$ cat src/rtl/register_file.sv
// Register file with a pending-write scoreboard, optional write-to-read
// forwarding, a halt freeze and a wrapping committed-write counter.
module register_file #(
  parameter int DATA_WIDTH = 32,
  parameter int NUM_REGS   = 8,
  parameter int ADDR_WIDTH = 3,
  parameter int BYPASS     = 1
) (
  input  logic                  clk,
  input  logic                  reset,
  input  logic                  write_enable,
  input  logic [ADDR_WIDTH-1:0] write_reg,
  input  logic [DATA_WIDTH-1:0] write_value,
  input  logic [ADDR_WIDTH-1:0] read_reg_a,
  input  logic [ADDR_WIDTH-1:0] read_reg_b,
  output logic [DATA_WIDTH-1:0] read_data_a,
  output logic [DATA_WIDTH-1:0] read_data_b,
  input  logic                  mark_pending,
  input  logic [ADDR_WIDTH-1:0] mark_reg,
  input  logic                  halt,
  output logic                  stall,
  output logic [15:0]           write_count
);

  localparam logic L_BYPASS = (BYPASS != 0);

  logic [DATA_WIDTH-1:0] r_regs [NUM_REGS];
  logic [NUM_REGS-1:0]   r_pending;
  logic [15:0]           r_write_count;

  logic w_commit;
  logic w_mark;
  logic w_fwd_a;
  logic w_fwd_b;
  logic w_stall_a;
  logic w_stall_b;

  // Qualify write and mark requests: index 0 and halt suppress both.
  always_comb begin
    w_commit = write_enable && !halt && (write_reg != '0);
    w_mark   = mark_pending && !halt && (mark_reg != '0);
  end

  // Forwarding applies only to a same-cycle commit to the read index.
  always_comb begin
    w_fwd_a = L_BYPASS && w_commit && (read_reg_a == write_reg);
    w_fwd_b = L_BYPASS && w_commit && (read_reg_b == write_reg);
  end

  // Combinational read ports; register 0 is hard-wired to zero.
  always_comb begin
    read_data_a = '0;
    read_data_b = '0;
    if (w_fwd_a)
      read_data_a = write_value;
    else if (read_reg_a != '0)
      read_data_a = r_regs[read_reg_a];
    if (w_fwd_b)
      read_data_b = write_value;
    else if (read_reg_b != '0)
      read_data_b = r_regs[read_reg_b];
  end

  // Stall on an outstanding producer unless this cycle's forwarded commit resolves it.
  always_comb begin
    w_stall_a = (read_reg_a != '0) && r_pending[read_reg_a] && !w_fwd_a;
    w_stall_b = (read_reg_b != '0) && r_pending[read_reg_b] && !w_fwd_b;
    stall     = w_stall_a || w_stall_b;
  end

  // Architectural state update: reset overrides everything, halt freezes it.
  always_ff @(posedge clk) begin
    if (reset) begin
      for (int unsigned i = 0; i < NUM_REGS; i++)
        r_regs[i] <= '0;
      r_pending     <= '0;
      r_write_count <= '0;
    end else if (!halt) begin
      if (w_commit) begin
        r_regs[write_reg] <= write_value;
        r_write_count     <= r_write_count + 16'd1;
      end
      // Clear on commit first, then set on mark, so a same-cycle mark from a
      // newer producer keeps the bit set.
      for (int unsigned i = 0; i < NUM_REGS; i++) begin
        if (w_mark && (mark_reg == ADDR_WIDTH'(i)))
          r_pending[i] <= 1'b1;
        else if (w_commit && (write_reg == ADDR_WIDTH'(i)))
          r_pending[i] <= 1'b0;
      end
    end
  end

  assign write_count = r_write_count;

endmodule

$ cat config.mk
export PLATFORM = sky130hd
export DESIGN_NAME = register_file
export DESIGN_NICKNAME = d
export VERILOG_FILES = /design/src/rtl/register_file.sv
export SDC_FILE = /design/constraint.sdc
export NUM_CORES = 1
export LEC_CHECK = 0
export BUFFER_PORTS_ARGS = -buffer_cell sky130_fd_sc_hd__buf_2
export CAP_MARGIN = 25
export CORE_MARGIN = 4
export CORE_UTILIZATION = 30
export DETAILED_ROUTE_END_ITERATION = 7
export GPL_ROUTABILITY_DRIVEN = 0
export PLACE_DENSITY = 0.52
export SLEW_MARGIN = 20
export SYNTH_ARGS = -nofsm -noshare
export SYNTH_HDL_FRONTEND = slang
export SYNTH_SLANG_ARGS = --single-unit
$ cat constraint.sdc
create_clock -name clk -period 3.87 [get_ports clk]
set_clock_uncertainty 0.2 [all_clocks]
set_input_delay 0.387 -clock clk [delete_from_list [all_inputs] [get_ports clk]]
set_output_delay 0.387 -clock clk [all_outputs]
set_load 0.005 [all_outputs]
Yosys cells after proc, flatten, opt, wreduce, memory -nomap -nowiden. Memory sizes are Yosys's and may differ from the RTL's. Index checks and enable logic that the tools add are counted.

Mux-type cells: 33. Add/subtract/negate cells: 1. Bitwise logic cells: 1. Reductions and logical operators: 54. Equality and inequality tests: 16. Order comparisons: 2.

Operators by type and width (number): $mux 32 (5); $reduce_or 32->1 (1); $logic_and 1x1->1 (26); $mux 1 (25); $eq 3x3->1 const B (8); $reduce_and 2->1 (9); $add 16x1->16 const B (1); $reduce_bool 2->1 (8); $eq 3x2->1 const B (4); $reduce_bool 3->1 (4); $lt 3x4->1 const B (2); $bmux 1 s3 (2); $eq 3x1->1 const B (2); $eq 3x3->1 (2); $logic_not 3->1 (2); $logic_not 1->1 (3); $mux 3 (1); $logic_or 1x1->1 (1); $not 1->1 (1).

Memory bits (writable): 256. Output and inout port bits: 81. Register bits after elaboration: 24. Bits of input ports: 49. Memories kept: 1.

Memories: r_regs (words 8, bits a word 32, read ports 2, clocked after memory_dff 0, wr ports 8, RTL line 27) `logic [DATA_WIDTH-1:0] r_regs [NUM_REGS];`.

Longest topological paths before layout.
Depth in word-level cells: 9. Depth in mapped cells: 7. Mapped depth without buffers: 5.

Worst setup path after synthesis. OpenSTA, ideal clock, no wires.

Path kind: input to register. From: in write_reg[2]. To: mem r_regs[4][0], enable pin. Required time: 3.197 ns. Stages on the path: 4. Slack: -0.186 ns. Data arrival time: 3.383 ns. Cells stage by stage: buf_4 nand3b_1 clkbuf_1 o31ai_1.

RTL lines: start: declaration (RTL line 12) `input logic [ADDR_WIDTH-1:0] write_reg,`; end: declaration (RTL line 27).

Final worst setup path.
From: in halt. To: out read_data_b[1].

Word-level cells in the longest chain between the ends: 5.

RTL lines: start: declaration (RTL line 20) `input logic halt,`; $logic_not 1->1; $logic_and 1x1->1 (2 in series) (RTL line 40) `w_commit = write_enable && !halt && (write_reg != '0);`; $logic_and 1x1->1 (RTL line 47) `w_fwd_b = L_BYPASS && w_commit && (read_reg_b == write_reg);`; $mux 32 (RTL line 58) `if (w_fwd_b)`; end: declaration (RTL line 17) `output logic [DATA_WIDTH-1:0] read_data_b,`.

Every way passes these cells.

==> run summary <==
compound-cell area share of the yosys netlist - 0.0934
Mean Syn Cell Area - 12.6 um^2
Die ar. - 49200 um^2
Critical Path End - read_data_b[1]
number of core rows - 78
VDD IR max - 0.326 mV
port bufs - 129
die width - 222 um
H-tree depth - 1
combinational share of power - 0.131
final setup vio count - 0
Routed WL - 43700 um
LEAKAGE - 6.17 nW
Iter 0 DRT Violations - 640
outcome - finished, final reports clean
Avg Vias per Cell - 5.21
grt total ovfl - 0
clock-pin slew on the worst setup and hold paths - 0.06 ns
P_sw - 1.66 mW
Achievable Freq - 308 MHz
Cell Pwr Density - 413 nW/um^2
vias in the first global route - 10044
Reg2Reg Depth - 4
xor/xnor share of the synthesized area - 0.00830
Avg WL per Cell - 23.6 um
Longest Clk Path Bufs - 3
root buffer cell - clkbuf_16
CORE AREA - 45300 um^2
worst hold path class - input pin to register
actual slew at the worst max-slew pin - 1.05 ns
Clk pwr share - 0.404
detailed placement HPWL - 26800 um
Switching Fraction - 0.246
RSZ-0062 raised after global routing - no
hold slack - 0.0304 ns
flop2flop setup slack - 1.73 ns
mux cell area share after synthesis - 0.206
Synth cell types - 48
Starting Density - 0.303
max_slew headroom - 0.295
DRC violations left - 0
total number of vias - 9628
Worst Path Max Fanout - 19
arrival time at the worst endpoint - 2.66 ns
Max stage delay on crit path - 0.52 ns
antenna violations before repair - 1
first-pass GRT wire length - 65100 um
post-layout worst setup margin - 0.627 ns
YS warnings - 0
area grow syn2layout - 19.2%
synthesized area - 13700 um^2
Internal - 5.09 mW
RR Startpoint - write_count[3]$_SDFFE_PP0P_
syn nets - 1142
CP Class - input pin to output port
Worst-Skew Late Latency - 0.55 ns
Setup crit end kind - output port
reg-to-reg endpoint - write_count[15]$_SDFFE_PP0P_
pin count of the biggest net entering global routing - 43
CTS sink count - 247
Die Ht - 222 um
Cells after Synth - 1092
Yosys reg bits - 247
slowest stage cell, crit path - dlygate4sd3_1
fin crit share - 0.838
largest family of logic cells by synthesized area - multiplexers
I/O pins - 130
Pre-antenna DRT Iters - 5
Simple-Gate Fraction of Synth Area - 0.135
NumNets Final - 1273
Worst setup SP type - input pin
Seq/Total Area, Yosys - 0.524
Seq pwr share - 0.465
Routed Antenna Nets - 0
crit path cell chain - dlygate4sd3_1, buf_2, nand2b_4, nor2_1, nand4_1, buf_4, mux2_2, buf_2
Post-Synth Adder-Cell Area - 0.000912
Finished Core Util - 0.361
Overall Global Routing Usage - 0.171
final slew viol count - 0
Area after DPL - 15300 um^2
Req. time, crit path - 3.28 ns
Final Hold Viols - 0
Final Power - 6.75 mW
most used cell, CP - buf_2
FILL cells - 4405
fin area - 16300 um^2
Place WS - 0.909 ns
Crit. Startpoint - halt
CTS tree - built
layout cells sized above 1 - 0.295
post-layout min period - 3.24 ns
Num CTS Buffers - 29
# Max-Cap Violations - 0
-- per-layer routing --
layer / track usage / part of all wire / vias up
li1: - / - / 4450
met1: 0.240 / 0.46 / 4788
met2: 0.274 / 0.45 / 311
met3: 0.0254 / 0.055 / 77
met4: 0.0564 / 0.031 / 2
met5: 0 / 0.00030 / -
-- per-stage QoR --
| stage | setup TNS, ns | instances |
|---|---|---|
| after CTS | 0 | 1846 |
| after floorplan | -2.55 | 1092 |
| final | 0 | 1848 |
| after global placement | 0 | 1779 |
| after detailed placement | 0 | 1780 |
| after global routing | 0 | 1846 |
-- power by group through the flow --
stage                     Combinational, mW  Clock [mW]  Sequential [mW]
after floorplan                       0.509           0             3.17
after global placement                0.877           0             3.19
after detailed placement              0.883           0             3.19
after CTS                             0.896        2.79             3.14
after global routing                  0.958        2.90             3.16
final                                 0.886        2.73             3.14
-- cells in the mapped netlist (all sizes together) --
| cell type | number | share of area |
|---|---|---|
| a21oi | 11 | 0.0040 |
| a221o | 1 | 0.00073 |
| a22oi | 30 | 0.016 |
| a2bb2o | 2 | 0.0015 |
| a311o | 1 | 0.00073 |
| a31oi | 1 | 0.00046 |
| a32o | 2 | 0.0015 |
| a32oi | 31 | 0.020 |
| and2 | 222 | 0.10 |
| and3 | 1 | 0.00046 |
| and4 | 2 | 0.0013 |
| and4b | 2 | 0.0016 |
| buf | 32 | 0.012 |
| clkbuf | 60 | 0.016 |
| dfxtp | 23 | 0.034 |
| edfxtp | 224 | 0.49 |
| ha | 1 | 0.00091 |
| inv | 11 | 0.0030 |
| mux2 | 127 | 0.10 |
| mux2i | 131 | 0.096 |
| mux4 | 4 | 0.0066 |
| nand2 | 16 | 0.0044 |
| nand2b | 7 | 0.0037 |
| nand3 | 6 | 0.0022 |
| nand3b | 1 | 0.00055 |
| nand4 | 5 | 0.0023 |
| nor2 | 16 | 0.0044 |
| nor2b | 4 | 0.0018 |
| nor3 | 5 | 0.0022 |
| nor3b | 2 | 0.0011 |
| nor4 | 7 | 0.0032 |
| nor4b | 1 | 0.00064 |
| o21ai | 11 | 0.0040 |
| o221ai | 61 | 0.039 |
| o22a | 1 | 0.00064 |
| o22ai | 2 | 0.00091 |
| o31ai | 7 | 0.0038 |
| or3 | 4 | 0.0018 |
| or4 | 4 | 0.0022 |
| xnor2 | 8 | 0.0051 |
| xor2 | 5 | 0.0032 |
-- worst min path at each step --
| stage | end | from | slack (ns) | cells after the start |
|---|---|---|---|---|
| floorplan | r_pending[3]$_SDFFE_PP0P_ | r_pending[3]$_SDFFE_PP0P_ | 0.26 | 1 |
| detailed placement | write_count[13]$_SDFFE_PP0P_ | write_count[13]$_SDFFE_PP0P_ | 0.29 | 2 |
| global placement | write_count[13]$_SDFFE_PP0P_ | write_count[13]$_SDFFE_PP0P_ | 0.28 | 2 |
| CTS | r_regs[5][11]$_SDFFCE_PN0P_ | write_value[11] | 0.005 | 2 |
| finish | r_regs[6][3]$_SDFFCE_PN0P_ | write_value[3] | 0.03 | 2 |
| global route | r_regs[3][10]$_SDFFCE_PN0P_ | write_value[10] | 0.02 | 2 |
-- timing repair --
item,in CTS,in global routing
resized for setup,0,0
hold endpoints to repair,19,0
hold buffers,12,0
setup buffers,0,0
-- cell usage in the layout (no fill, tap or decap), drive strengths merged, types with 4 or more instances in the layout --
master	count
edfxtp	224
and2	222
buf	180
mux2i	131
mux2	127
o221ai	61
clkbuf	40
a32oi	31
a22oi	30
dfxtp	23
nand2	16
nor2	16
dlygate4sd3	12
inv	12
a21oi	11
o21ai	11
clkinv	9
xnor2	8
nand2b	7
nor4	7
o31ai	7
nand3	6
nand4	5
xor2	5
nor3	5
mux4	4
or3	4
or4	4
bufinv	4
nor2b	4
-- final cells by class --
| cell class | instances | area (um^2) | area share |
|---|---|---|---|
| Multi-Input combinational cell | 742 | 6200 | 0.380 |
| Sequential cell | 247 | 7190 | 0.440 |
| Clock buffer | 40 | 767 | 0.0469 |
| Inverter | 11 | 41.3 | 0.00253 |
| Clock inverter | 14 | 170 | 0.0104 |
| Antenna cell | 2 | 5.00 | 0.000306 |
| Tap cell | 600 | 751 | 0.0459 |
| Timing Repair Buffer | 192 | 1210 | 0.0744 |
-- state kept, by name (all words and copies together) (netlist names) --
signal,cells
r_regs,224
r_pending,7
write_count,16
-- critical path, delay by kind of cell --
family / cells / cell delay (ns)
simple gates: 3 / 0.79
buf+inv: 4 / 1.13
mux: 1 / 0.34
-- logic make-up after synthesis --
group	count (synthesis)
adder cells (fa/ha/maj)	1
flip-flops	247
multiplexers	262
AO/OA/AOI/OAI	161
buffers and inverters	103
XOR/XNOR	13
AND/OR/NAND/NOR	305
(Power assumes the default switching activity.)
